==> config.mk <==
export PLATFORM = sky130hd
export DESIGN_NAME = reu_dma_seq_flat
export DESIGN_NICKNAME = d
export VERILOG_FILES = /design/src/rtl/reu_dma_seq_if.sv /design/src/rtl/reu_dma_seq.sv /design/src/flat_wrapper.sv
export SDC_FILE = /design/constraint.sdc
export NUM_CORES = 1
export LEC_CHECK = 0
export CAP_MARGIN = 30
export CELL_PAD_IN_SITES_DETAIL_PLACEMENT = 0
export CELL_PAD_IN_SITES_GLOBAL_PLACEMENT = 1
export CORE_MARGIN = 2
export CORE_UTILIZATION = 40
export CTS_BUF_LIST = sky130_fd_sc_hd__clkbuf_4
export DETAILED_ROUTE_END_ITERATION = 8
export GPL_TIMING_DRIVEN = 1
export PLACE_DENSITY = 0.92
export SYNTH_ARGS = -nofsm -noshare
export SYNTH_HDL_FRONTEND = slang
export SYNTH_SLANG_ARGS = --single-unit
==> constraint.sdc <==
create_clock -name PHI2 -period 4.31 [get_ports PHI2]
set_input_delay 0.862 -clock PHI2 [delete_from_list [all_inputs] [get_ports PHI2]]
set_output_delay 0.862 -clock PHI2 [all_outputs]
set_load 0.01 [all_outputs]
==> src/rtl/reu_dma_seq_if.sv <==
// Bus bundle between the REU register file / SDRAM controller and the DMA sequencer.
// The slave modport is the sequencer's view; master is the driving side.
interface reu_dma_seq_if #(parameter int LEN_W = 16);
    logic             BA;
    logic             RAMRdy;
    logic             Execute;
    logic [1:0]       XferType;
    logic             FixC64;
    logic             FixREU;
    logic             Autoload;
    logic [LEN_W-1:0] LenIn;
    logic             Equal;

    logic             DMA;
    logic             DMARW;
    logic             RAMRD;
    logic             RAMWR;
    logic             NextCA;
    logic             NextREUA;
    logic             Reload;
    logic             XferEnd;
    logic             VerifyErr;
    logic             Busy;
    logic [LEN_W-1:0] LenOut;

    modport master (
        output BA, RAMRdy, Execute, XferType, FixC64, FixREU, Autoload, LenIn, Equal,
        input  DMA, DMARW, RAMRD, RAMWR, NextCA, NextREUA, Reload, XferEnd, VerifyErr, Busy, LenOut
    );

    modport slave (
        input  BA, RAMRdy, Execute, XferType, FixC64, FixREU, Autoload, LenIn, Equal,
        output DMA, DMARW, RAMRD, RAMWR, NextCA, NextREUA, Reload, XferEnd, VerifyErr, Busy, LenOut
    );
endinterface

==> src/rtl/reu_dma_seq.sv <==
// REU DMA sequencer: C64<->SDRAM copy, swap and verify with an internal length counter.
// All state moves on the falling edge of PHI2; RESET is synchronous and active high.
module reu_dma_seq #(
    parameter int LEN_W = 16
) (
    input  logic          PHI2,
    input  logic          RESET,
    reu_dma_seq_if.slave  bus
);
    typedef enum logic [1:0] {IDLE, XFER, FLUSH} state_e;
    typedef enum logic [1:0] {C64REU = 2'b00, REUC64 = 2'b01, SWAP = 2'b10, VERIFY = 2'b11} kind_e;

    state_e           state, nextState;
    kind_e            kind;
    logic             fixC64, fixREU, autoLd;
    logic             wrPend, phase, verifyErr, reloadQ;
    logic [LEN_W-1:0] lenCnt;

    logic active, wrFire, complete, mismatch, lastElem;
    logic dmaRw, ramRd, ramWr, nextCa, nextReua, xferEnd;

    assign active   = (state == XFER) && bus.BA && bus.RAMRdy;
    // The trailing C64->REU write only needs the SDRAM, not the C64 bus.
    assign wrFire   = wrPend && bus.RAMRdy && (state != IDLE);
    assign complete = active && ((kind != SWAP) || phase);
    assign mismatch = active && (kind == VERIFY) && !bus.Equal;
    assign lastElem = complete && ((lenCnt == LEN_W'(1)) || mismatch);

    always_comb begin
        nextState = state;
        dmaRw     = 1'b0;
        ramRd     = 1'b0;
        ramWr     = 1'b0;
        nextCa    = 1'b0;
        nextReua  = 1'b0;
        xferEnd   = 1'b0;
        case (state)
            IDLE: begin
                if (bus.Execute) nextState = XFER;
            end
            XFER: begin
                xferEnd = lastElem;
                nextCa  = complete && !fixC64;
                case (kind)
                    C64REU: begin
                        dmaRw    = 1'b1;
                        ramWr    = wrFire;
                        nextReua = wrFire && !fixREU;
                    end
                    REUC64: begin
                        ramRd    = active;
                        nextReua = complete && !fixREU;
                    end
                    SWAP: begin
                        dmaRw    = !phase;
                        ramRd    = active && !phase;
                        ramWr    = active && phase;
                        nextReua = complete && !fixREU;
                    end
                    VERIFY: begin
                        dmaRw    = 1'b1;
                        ramRd    = active;
                        nextReua = complete && !fixREU;
                    end
                endcase
                if (lastElem) nextState = (kind == C64REU) ? FLUSH : IDLE;
            end
            FLUSH: begin
                ramWr    = wrFire;
                nextReua = wrFire && !fixREU;
                if (bus.RAMRdy) nextState = IDLE;
            end
            default: nextState = IDLE;
        endcase
    end

    always_ff @(negedge PHI2) begin
        if (RESET) begin
            state     <= IDLE;
            kind      <= C64REU;
            fixC64    <= 1'b0;
            fixREU    <= 1'b0;
            autoLd    <= 1'b0;
            wrPend    <= 1'b0;
            phase     <= 1'b0;
            verifyErr <= 1'b0;
            reloadQ   <= 1'b0;
            lenCnt    <= '0;
        end else begin
            state   <= nextState;
            reloadQ <= 1'b0;
            case (state)
                IDLE: begin
                    if (bus.Execute) begin
                        kind      <= kind_e'(bus.XferType);
                        fixC64    <= bus.FixC64;
                        fixREU    <= bus.FixREU;
                        autoLd    <= bus.Autoload;
                        lenCnt    <= bus.LenIn;
                        verifyErr <= 1'b0;
                        phase     <= 1'b0;
                        wrPend    <= 1'b0;
                    end
                end
                XFER: begin
                    if (kind == C64REU) wrPend <= active || (wrPend && !wrFire);
                    if (active && (kind == SWAP)) phase <= !phase;
                    if (mismatch) verifyErr <= 1'b1;
                    // The counter parks at 1 after a full run, like the original REU.
                    if (complete && (lenCnt != LEN_W'(1))) lenCnt <= lenCnt - LEN_W'(1);
                    if (lastElem && autoLd) begin
                        lenCnt <= bus.LenIn;
                        if (kind != C64REU) reloadQ <= 1'b1;
                    end
                end
                FLUSH: begin
                    if (wrFire) wrPend <= 1'b0;
                    if (bus.RAMRdy && autoLd) reloadQ <= 1'b1;
                end
                default: ;
            endcase
        end
    end

    assign bus.DMA       = (state == XFER);
    assign bus.Busy      = (state != IDLE);
    assign bus.DMARW     = dmaRw;
    assign bus.RAMRD     = ramRd;
    assign bus.RAMWR     = ramWr;
    assign bus.NextCA    = nextCa;
    assign bus.NextREUA  = nextReua;
    assign bus.XferEnd   = xferEnd;
    assign bus.Reload    = reloadQ;
    assign bus.VerifyErr = verifyErr || mismatch;
    assign bus.LenOut    = lenCnt;
endmodule
==> src/flat_wrapper.sv <==
// flat-port wrapper written by rule: the top's interface ports become plain ports
module reu_dma_seq_flat 
#(
    parameter int LEN_W = 16
)
  (PHI2, RESET, bus_BA, bus_RAMRdy, bus_Execute, bus_XferType, bus_FixC64, bus_FixREU, bus_Autoload, bus_LenIn, bus_Equal, bus_DMA, bus_DMARW, bus_RAMRD, bus_RAMWR, bus_NextCA, bus_NextREUA, bus_Reload, bus_XferEnd, bus_VerifyErr, bus_Busy, bus_LenOut);
  reu_dma_seq_if #(.LEN_W(LEN_W)) bus_i ();
  input  logic PHI2;
  input  logic RESET;
  input wire logic [$bits(bus_i.BA)-1:0] bus_BA;
  input wire logic [$bits(bus_i.RAMRdy)-1:0] bus_RAMRdy;
  input wire logic [$bits(bus_i.Execute)-1:0] bus_Execute;
  input wire logic [$bits(bus_i.XferType)-1:0] bus_XferType;
  input wire logic [$bits(bus_i.FixC64)-1:0] bus_FixC64;
  input wire logic [$bits(bus_i.FixREU)-1:0] bus_FixREU;
  input wire logic [$bits(bus_i.Autoload)-1:0] bus_Autoload;
  input wire logic [$bits(bus_i.LenIn)-1:0] bus_LenIn;
  input wire logic [$bits(bus_i.Equal)-1:0] bus_Equal;
  output wire logic [$bits(bus_i.DMA)-1:0] bus_DMA;
  output wire logic [$bits(bus_i.DMARW)-1:0] bus_DMARW;
  output wire logic [$bits(bus_i.RAMRD)-1:0] bus_RAMRD;
  output wire logic [$bits(bus_i.RAMWR)-1:0] bus_RAMWR;
  output wire logic [$bits(bus_i.NextCA)-1:0] bus_NextCA;
  output wire logic [$bits(bus_i.NextREUA)-1:0] bus_NextREUA;
  output wire logic [$bits(bus_i.Reload)-1:0] bus_Reload;
  output wire logic [$bits(bus_i.XferEnd)-1:0] bus_XferEnd;
  output wire logic [$bits(bus_i.VerifyErr)-1:0] bus_VerifyErr;
  output wire logic [$bits(bus_i.Busy)-1:0] bus_Busy;
  output wire logic [$bits(bus_i.LenOut)-1:0] bus_LenOut;
  assign bus_i.BA = bus_BA;
  assign bus_i.RAMRdy = bus_RAMRdy;
  assign bus_i.Execute = bus_Execute;
  assign bus_i.XferType = bus_XferType;
  assign bus_i.FixC64 = bus_FixC64;
  assign bus_i.FixREU = bus_FixREU;
  assign bus_i.Autoload = bus_Autoload;
  assign bus_i.LenIn = bus_LenIn;
  assign bus_i.Equal = bus_Equal;
  assign bus_DMA = bus_i.DMA;
  assign bus_DMARW = bus_i.DMARW;
  assign bus_RAMRD = bus_i.RAMRD;
  assign bus_RAMWR = bus_i.RAMWR;
  assign bus_NextCA = bus_i.NextCA;
  assign bus_NextREUA = bus_i.NextREUA;
  assign bus_Reload = bus_i.Reload;
  assign bus_XferEnd = bus_i.XferEnd;
  assign bus_VerifyErr = bus_i.VerifyErr;
  assign bus_Busy = bus_i.Busy;
  assign bus_LenOut = bus_i.LenOut;
  reu_dma_seq #(.LEN_W(LEN_W)) u_core (.PHI2(PHI2), .RESET(RESET), .bus(bus_i));
endmodule
==> results.yml <==
run:
  drv_cap: 0
routing:
  viasPerCell: 5.46
  drcViolationCount: 0
  first_pass_iters: 4
  drtAntennaViolNets: 0
  drt-total-wl_um: 7670
  num_vias: 2609
  drtIter0Drc: 152
  wl_per_cell_um: 16.1
synth:
  synth.most_common_cell: "dfxtp_1"
  syn_inst: 245
  ys_types: 48
  ys_ff_latch: 27
  synthesis.area_um2: 2050
  syn_nets: 283
  async_reset_ff_frac: 0
  ys_seq_area_frac: 0.264
  synthTopCellsByCount: "dfxtp_1, a21oi_1, inv_1, mux2i_1, nand2_1"
  avgSynthCellArea_um2: 8.35
  synth_edf_count: 0
  synth_area_leader_cell: "dfxtp_1"
  yosysWarnings: 0
  ys.flop_type: "dfxtp_1"
  synth_area_leaders: "dfxtp_1, mux2i_1, ha_1, a21oi_1, a2111oi_2"
  synth_top_area_share: 0.264
timing:
  finClkSkew_ps: 26.3
  layout_setup_ws_ps: -479
  rsz0062_at_grt: "yes"
  slew_headroom: 0.605
  slew_viol_final: 0
  worst_slew_pin_slew_ps: 588
  hold_violations: 0
  setup_viol: 8
global_routing:
  gr-usage-all-layers: 0.263
  grt_pass1_vias: 2593
  grt_pass1_wl_um: 11500
  grt_antenna_before_repair: 0
  use_met2: 0.473
  grt_max_degree: 15
  use_met3: 0.0503
  overflow: 0
  use_met1: 0.301
  busiest_layer: "met2"
finish:
  post-route-cell-area_um2: 3710
  synthToLayoutAreaGrowth_pct: 81.3
  diodes: 0
  fillers: 391
  nets: 447
  drive_above_1_share: 0.412
worst_setup_path:
  cp-end-kind: "output port"
  cp-start-kind: "register"
  cp_common_cell: "buf_6"
  crit_family: "buffers and inverters"
  critical-path-slowest-cell: "dfxtp_4"
  cp.arrival_ps: 3930
  worstSetupPathType: "register to output port"
  reg2reg_slack_ps: 1830
  r2r-start: "u_core.state[0]$_SDFFE_NP0P_"
  required_ps: 3450
  max_stage_delay_ps: 350
  r2r_cells: 13
  path_max_fanout: 5
  crit_buf_inv: 3
  r2r_end: "u_core.bus.LenOut[3]$_SDFFE_NP0P_"
  crit_chain: "buf_6 -> ha_4 -> buf_6 -> a21oi_2 -> o22ai_2 -> and3b_2 -> buf_6"
worst_hold_path:
  min_delay_path_depth: 2
  worstHoldStart: "u_core.fixREU$_SDFFE_NP0P_"
  min_path_type: "register to register"
  min_to: "u_core.fixREU$_SDFFE_NP0P_"
power:
  vdd_drop_max_mv: 0.197
  p_leak_uw: 0.00165
  p_total_uw: 1290
  cellPowerDensity_nw_per_um2: 346
floorplanning:
  ios: 53
  start_util: 0.409
  die_h_um: 75.5
  core_um2: 5010
  core.rowCount: 26
  fp.dieW_um: 75.5
  die-area_um2: 5710
cts:
  cts_root_buf: "clkbuf_4"
  holdBufCountCts: 0
  h-tree-depth: 1
  clockBufferDepth: 2
  insertion_delay_ps: 420
  cts-buffers-inserted: 3
  cts_tree: "yes"
  clkTransAtPathRegs_ps: 40
  clock-sinks: 27
placement:
  gp_congestion: 0.872
  detailed_place_hpwl_um: 4830
  dp_slack_ps: -708
  place_area_um2: 3090
  io_buffers: 52
status:
  outcome: "finished with violations"
  failed_checks: "negative setup slack"
layout by cell type, fill, tap and decap left out, drive strengths merged, types with 3 or more instances in the layout:
master / count
nand3: 12
nand2: 16
and3: 4
ha: 11
a21oi: 23
nor3b: 5
a31oi: 3
dlygate4sd2: 17
and2: 5
nor2: 16
a2111oi: 7
o32ai: 7
buf: 98
a22oi: 3
nand2b: 3
nor4: 5
o21ai: 7
clkbuf: 4
a211oi: 9
nor3: 9
dfxtp: 27
nand4: 5
inv: 48
mux2i: 16
nor2b: 5
clkdlybuf4s50: 23
how the worst max path moves through the flow:
| stage | from | endpoint | slack, ps | cells past startpoint |
|---|---|---|---|---|
| after floorplan | u_core.state[1]$_SDFFE_NP0P_ | bus_NextREUA | -40 | 7 |
| after global routing | u_core.state[0]$_SDFFE_NP0P_ | bus_NextREUA | -530 | 7 |
| after CTS | u_core.state[0]$_SDFFE_NP0P_ | bus_NextREUA | -420 | 7 |
| after global placement | bus_RAMRdy | u_core.bus.LenOut[12]$_SDFFE_NP0P_ | -620 | 7 |
| after detailed placement | bus_RAMRdy | u_core.bus.LenOut[10]$_SDFFE_NP0P_ | -710 | 7 |
| final | u_core.state[0]$_SDFFE_NP0P_ | bus_NextREUA | -480 | 7 |
where the power goes:
group	internal, uW	leakage, uW	switching (uW)	total [uW]
sequential	290	0.000227	33.9	324
combinational	375	0.00126	370	745
clock	66.3	0.000163	150	216
total	732	0.00165	554	1290
worst min-delay path, stage by stage, from the launching register on:
cell	delay, ps
dfxtp_1	310
nand2_1	50
a21oi_1	50
per-layer routing:
metal  wire length (um)  up-vias
li1                   -     1247
met1               3120     1259
met2               4100       84
met3                322       19
met4                130        0
met5                  0        -
per-stage QoR:
| step | utilization | instances | hold slack [ps] | setup TNS [ps] |
|---|---|---|---|---|
| 2_1_floorplan | - | 245 | 431 | -74.9 |
| 3_3_place_gp | 0.616 | 418 | 444 | -13790 |
| 3_5_place_dp | 0.616 | 418 | 457 | -15160 |
| 4_1_cts | 0.700 | 468 | 464 | -2750 |
| 5_1_grt | 0.741 | 478 | 480 | -3150 |
| 6_report | 0.741 | 478 | 460 | -2760 |
logic make-up (layout without fill, tap and decap cells):
group,after synthesis,count (layout),synth area share
flip-flops,27,27,0.264
multiplexers,17,17,0.0837
buffers and inverters,31,192,0.0685
adder cells (fa/ha/maj),11,11,0.0672
AO/OA/AOI/OAI,64,66,0.244
AND/OR/NAND/NOR,95,95,0.273
state kept, by name, summed over array words and instances (netlist names):
name               flops
u_core.phase           1
u_core.bus.LenOut     16
u_core.fixREU          1
u_core.kind            2
u_core.bus.Reload      1
u_core.verifyErr       1
u_core.state           2
u_core.wrPend          1
u_core.autoLd          1
u_core.fixC64          1
area by class of cell:
class	instances	area, um2	share of cell area
multi-input cells	189	1610	0.433
repair buffers	141	1250	0.336
well taps	70	87.6	0.0236
clock inverters	28	105	0.0283
clock buffers	3	22.5	0.00607
inverters	20	82.6	0.0223
flip-flops and latches	27	561	0.151
what timing repair did:
item | CTS | global route
endpoints found under the setup margin | 42 | 27
setup buffers | 19 | 12
resized for setup | 105 | 33
pin swaps | 20 | 14
cloned | 2 | 0
endpoints found under the hold margin | 0 | 0
Note: power is estimated with default switching activity, not from simulation.
==> RTL change 1: new RTL, config.mk and constraints unchanged <==
The 3 states of `state_e` get a one-hot encoding in 3 bits.
--- a/src/rtl/reu_dma_seq.sv
+++ b/src/rtl/reu_dma_seq.sv
@@ -7,7 +7,7 @@
     input  logic          RESET,
     reu_dma_seq_if.slave  bus
 );
-    typedef enum logic [1:0] {IDLE, XFER, FLUSH} state_e;
+    typedef enum logic [2:0] {IDLE = 3'b001, XFER = 3'b010, FLUSH = 3'b100} state_e;
     typedef enum logic [1:0] {C64REU = 2'b00, REUC64 = 2'b01, SWAP = 2'b10, VERIFY = 2'b11} kind_e;
 
     state_e           state, nextState;
Function: same outputs for any inputs over 10 cycles, from zero or initial values and one cycle with RESET high; not proved beyond that.
==> RTL change 1 against the unedited design <==
The run still ends with negative setup slack left; routed wire length is 22% lower; area after synthesis fell by 7.9%; final area shrank 14%; sequential cell count up 1; power grew 49%; global-route usage decreased by 4.2 points; sequential share of layout area increased by 2.5 points; sequential power rose by 18%; worst setup slack worse by 100 ps.
==> RTL change 1: results (changes against the unedited design) <==
H-tree levels = 1 (unchanged)
R2R cell count = 8 (-5)
largest net degree at the start of global routing = 16 (+1)
vias in the first global route = 2,135 (-18%)
clk_lat worst skew = 420 ps (about the same)
global placement routability congestion = 0.8866 (+1.7%)
Setup violations, final = 8 (unchanged)
Ant. Diodes = 0 (unchanged)
drt pass-1 iters = 5 (+1)
Slew @ Worst Pin = 831.1 ps (+243.6 ps)
setup TNS = -3772 ps (-1010 ps)
Fin Clk Skew = 32.82 ps (+6.572 ps)
status = complete, but fails checks
Arr. time, crit path = 4030 ps (+100 ps)
synth cell count leaders = dfxtp_1 (28), inv_1 (28), nand2_1 (23), a21oi_1 (20), mux2i_1 (16)
Worst path max stage delay = 410 ps (+60 ps)
All-Layer GR Usage = 0.2210 (-0.04175)
predominant post-synthesis flop cell = dfxtp_1
Nets = 402 (-10%)
Worst path slowest cell = or3b_4
Worst Slack Setup Final = -580.3 ps (-101.0 ps)
Post-DP HPWL = 4.190 mm (-13%)
dpl ws = -697.3 ps (+10.43 ps)
final WL = 5.990 mm (-22%)
Hold Crit Depth = 2 (unchanged)
CTS root buffer = clkbuf_4
I/O Buffers = 52 (unchanged)
leakage = 1.570 nW (-4.9%)
CP delay by family, top = simple AND/OR/NAND/NOR gates
total number of vias = 2,206 (-15%)
drt initial violations = 161 (+5.9%)
Switching Share = 0.4429 (+0.01209)
Distinct cells, synth = 53 (+10%)
layout cell share with drive strength beyond 1 = 0.3397 (-0.07209)
syn_nets = 254 (-10%)
Seq/Total Area, Yosys = 0.2973 (+0.03322)
failing checks = negative setup slack
VDD IR max = 0.3650 mV (+86%)
placed inst area = 0.002900 mm^2 (-6.0%)
Max Fanout on Critical Path = 4 (-1)
HP Class = flip-flop to flip-flop
top cells by area, synth = dfxtp_1 (30%), mux2i_1 (8.5%), inv_1 (5.6%), a21oi_1 (5.3%), nand2_1 (4.6%)
first-pass GRT wire length = 9.390 mm (-19%)
RTL change 1: changes by cell type after synthesis, moves of 4 or more:
cell	delta
nor3_1	-5
a2111oi_2	-5
and2_1	-4
ha_1	-5
a211oi_1	-6
nand3_1	-8
nand2_1	+7
inv_1	+7
RTL change 1: power groups by stage:
| stage | Combinational, W | Sequential [W] | Clock [W] |
|---|---|---|---|
| floorplan | 0.000649 | 0.000423 | 0.0000411 |
| global placement | 0.00117 | 0.000379 | 0.0000411 |
| detailed placement | 0.00118 | 0.000383 | 0.0000411 |
| CTS | 0.00121 | 0.000376 | 0.000222 |
| global route | 0.00142 | 0.000389 | 0.000249 |
| finish | 0.00131 | 0.000382 | 0.000218 |
RTL change 1: worst paths after layout:
path	start	endpoint	slack, ps
setup / recovery	u_core.state[1]	bus_NextREUA	-580
hold reg to reg	u_core.fixC64	u_core.fixC64	470
setup reg to reg	u_core.bus.LenOut[0]	u_core.bus.LenOut[14]	1850
hold / removal	u_core.fixC64	u_core.fixC64	470
RTL change 1: area by class of cell:
type                    instances  area (um^2)
clock inverters                29        110.1
well taps                      52        65.06
multi-input cells             154         1230
inverters                      28        117.6
repair buffers                126         1092
clock buffers                   3        22.52
fillers                       325         1242
flip-flops and latches         28        564.3
RTL change 1: cells by family (layout without fill, tap and decap cells):
family | Yosys count | in the layout | synth area share
AOI/OAI and AO/OA | 57 | 57 | 0.2522
adders and majority gates | 6 | 6 | 0.03981
xor gates and xnor gates | 1 | 1 | 0.004646
buffers and inverters | 39 | 186 | 0.1048
DFF | 28 | 28 | 0.2973
muxes | 16 | 16 | 0.08494
and+or+nand+nor | 74 | 74 | 0.2163
RTL change 1: stage by stage:
stage,utilization,instances
6_report,0.7204,420
5_1_grt,0.7204,420
4_1_cts,0.6912,415
3_5_place_dp,0.6526,376
3_3_place_gp,0.6526,376
2_1_floorplan,-,221
RTL change 1: worst min-delay path, cell delays in order, from the launching register on:
cell	delay (ps)
dfxtp_1	310
nand2_1	60
a21oi_1	50
RTL change 1: per-layer routing:
metal  global-route usage  vias up  wire (um)
met5                    0        -          0
met2               0.3606       75       2968
met1               0.2824     1021       2677
li1                     -     1098          -
met4              0.09053        0         91
met3              0.04834       12        252
RTL change 1: what timing repair did:
item | CTS | global route
resized for setup | 63 | 19
setup buffers | 8 | 5
setup endpoints to repair | 26 | 21
cloned | 0 | 1
hold endpoints to repair | 0 | 0
pin swaps | 5 | 8
==> RTL change 2: new RTL, same flow settings <==
Made on the original files. `LEN_W` is set to 16 in 3 places; all go to 8.
--- a/src/rtl/reu_dma_seq_if.sv
+++ b/src/rtl/reu_dma_seq_if.sv
@@ -1,6 +1,6 @@
 // Bus bundle between the REU register file / SDRAM controller and the DMA sequencer.
 // The slave modport is the sequencer's view; master is the driving side.
-interface reu_dma_seq_if #(parameter int LEN_W = 16);
+interface reu_dma_seq_if #(parameter int LEN_W = 8);
     logic             BA;
     logic             RAMRdy;
     logic             Execute;
--- a/src/rtl/reu_dma_seq.sv
+++ b/src/rtl/reu_dma_seq.sv
@@ -1,7 +1,7 @@
 // REU DMA sequencer: C64<->SDRAM copy, swap and verify with an internal length counter.
 // All state moves on the falling edge of PHI2; RESET is synchronous and active high.
 module reu_dma_seq #(
-    parameter int LEN_W = 16
+    parameter int LEN_W = 8
 ) (
     input  logic          PHI2,
     input  logic          RESET,
--- a/src/flat_wrapper.sv
+++ b/src/flat_wrapper.sv
@@ -1,7 +1,7 @@
 // flat-port wrapper written by rule: the top's interface ports become plain ports
 module reu_dma_seq_flat 
 #(
-    parameter int LEN_W = 16
+    parameter int LEN_W = 8
 )
   (PHI2, RESET, bus_BA, bus_RAMRdy, bus_Execute, bus_XferType, bus_FixC64, bus_FixREU, bus_Autoload, bus_LenIn, bus_Equal, bus_DMA, bus_DMARW, bus_RAMRD, bus_RAMWR, bus_NextCA, bus_NextREUA, bus_Reload, bus_XferEnd, bus_VerifyErr, bus_Busy, bus_LenOut);
   reu_dma_seq_if #(.LEN_W(LEN_W)) bus_i ();
Interface: changed (resized bus_LenIn and bus_LenOut); port bits go from 53 to 37. No check against the original RTL was run, so the function may have changed too.
==> RTL change 2 against the unedited design <==
Highest routed layer unchanged; sequential cell count fell by 8; final area fell by 21%; worst setup slack got worse by 69 ps; count of clock-buffer cells in the layout did not move; routed wire length rose by 3.4%; largest cell class is now buffers; largest power group unchanged; area after synthesis fell by 31%; the flow still finishes with violations (negative setup slack); power fell by 25%; clock power fell by 18%.
==> RTL change 2: results (changes against the unedited design) <==
Longest Clk Path Bufs = 2 (unchanged)
setup TNS = -3446 ps (-683.6 ps)
layout cell share with drive strength beyond 1 = 0.5125 (+0.1007)
H-tree levels = 1 (unchanged)
first-pass GRT wire length = 11.14 mm (-3.4%)
synth cell count leaders = dfxtp_1 (19), nand2_1 (17), nor2_1 (15), nand3_1 (14), inv_1 (13)
global placement routability congestion = 0.8685 (-0.42%)
number of flip-flops in the largest register = 8 (-8)
Ys Warns = 0 (unchanged)
predominant post-synthesis flop cell = dfxtp_1
failing checks = negative setup slack
Inserted Clock Buffers = 3 (unchanged)
drt pass-1 iters = 5 (+1)
initial antenna violation count = 0 (unchanged)
Ant. Diodes = 0 (unchanged)
Setup violations, final = 15 (+7)
Slew @ Worst Pin = 665.9 ps (+78.42 ps)
Nets = 351 (-21%)
Worst path slowest cell = or4b_4
met3 wire length = 645 um (+100%)
Residual DRC = 0 (unchanged)
Arr. time, crit path = 4000 ps (+70 ps)
routed length on met1 = 2.901 mm (-6.9%)
All-Layer GR Usage = 0.3628 (+0.1000)
Worst Slack Setup Final = -548.4 ps (-69.11 ps)
Seq/Total Area, Yosys = 0.2681 (+0.004019)
leakage = 1.370 nW (-17%)
vias in the first global route = 2,305 (-11%)
Fill cells = 170 (-57%)
CP delay by family, top = simple AND/OR/NAND/NOR gates
uppermost layer routed = met4
clk slew on worst S/H paths = 50 ps
I/O Buffers = 36 (-31%)
total number of vias = 2,212 (-15%)
Fin Clk Skew = 41.19 ps (+14.94 ps)
final WL = 7.935 mm (+3.4%)
VDD IR max = 0.2257 mV (+15%)
met2 wire length = 3.799 mm (-7.4%)
Distinct cells, synth = 48 (unchanged)
CTS root buffer = clkbuf_4
clk_lat worst skew = 410 ps
status = complete, but fails checks
drt initial violations = 229 (+51%)
asr flop ratio synth = 0 (unchanged)
Post-DP HPWL = 3.227 mm (-33%)
Overflow after GRT = 0 (unchanged)
syn_nets = 206 (-27%)
largest net degree at the start of global routing = 18 (+3)
top cells by area, synth = dfxtp_1 (27%), ha_1 (9.7%), nand3_1 (4.9%), nand2_1 (4.5%), nand4_1 (4.0%)
HP Class = flip-flop to flip-flop
Max Fanout on Critical Path = 2 (-3)
Worst path max stage delay = 470 ps (+120 ps)
## RTL change 2: changes by cell type after synthesis, moves of 6 or more
cell       delta
a2111oi_2     -6
a211oi_1      -7
a21oi_1      -14
dfxtp_1       -8
inv_1         -8
mux2i_1      -13
## RTL change 2: cells by family (layout without fill, tap and decap cells)
group | Yosys count | after routing | synth area share
compound gates | 43 | 43 | 0.2372
fa+ha+maj | 11 | 11 | 0.09700
buf+inv | 23 | 167 | 0.08818
flops | 19 | 19 | 0.2681
mux | 5 | 5 | 0.03704
simple gates | 75 | 75 | 0.2725
## RTL change 2: what timing repair did
action	CTS	global route
pin swaps	21	22
cloned	1	0
resized for setup	115	33
setup buffers	46	14
setup endpoints to repair	26	16
## RTL change 2: routing by layer
layer  vias to the layer above  global-route usage
met4                         0              0.2310
met1                      1047              0.3775
met5                         -                   0
met3                        63             0.09286
li1                        929                   -
met2                       173              0.6421
## RTL change 2: final cells by class
class / count / area (um^2) / area share
timing repair buffer: 132 / 1162 / 0.3982
multi-input combinational: 134 / 1151 / 0.3943
clock inverter: 20 / 75.07 / 0.02572
tap: 46 / 57.56 / 0.01972
sequential: 19 / 392.9 / 0.1346
inverter: 12 / 57.56 / 0.01972
clock buffer: 3 / 22.52 / 0.007715
## RTL change 2: per-stage QoR
stage	instance area [um^2]	power (W)	worst slack, ps	cells
final	2919	0.0009616	-548.4	366
after global routing	2919	0.001008	-621.2	366
after global placement	2160	0.0005639	-565.3	296
after detailed placement	2160	0.0005737	-573.8	296
after CTS	2785	0.0008487	-488.5	363
after floorplan	1451	0.0004203	-169.1	176
## RTL change 2: path summary, 6_finish.rpt
check	cells after the start	end	slack [ps]	startpoint
min reg2reg	2	u_core.fixREU	500	u_core.fixREU
min	2	u_core.fixREU	500	u_core.fixREU
max reg2reg	31	u_core.bus.LenOut[6]	30	u_core.bus.LenOut[1]
max	6	bus_XferEnd	-550	u_core.bus.LenOut[1]
## RTL change 2: worst register-to-register path, delay by kind of cell, from the launching register on
family                     cells  cell delay [ps]
adders and majority gates      1              160
AOI/OAI and AO/OA              3              470
DFF                            1              340
buffers and inverters         26             3110
and+or+nand+nor                1               60
## RTL change 2: power breakdown
| group | leakage, nW | internal (W) | switching [W] |
|---|---|---|---|
| sequential | 0.158 | 0.000197 | 0.0000200 |
| combinational | 1.09 | 0.000289 | 0.000278 |
| clock | 0.120 | 0.0000568 | 0.000121 |
| total | 1.37 | 0.000543 | 0.000419 |
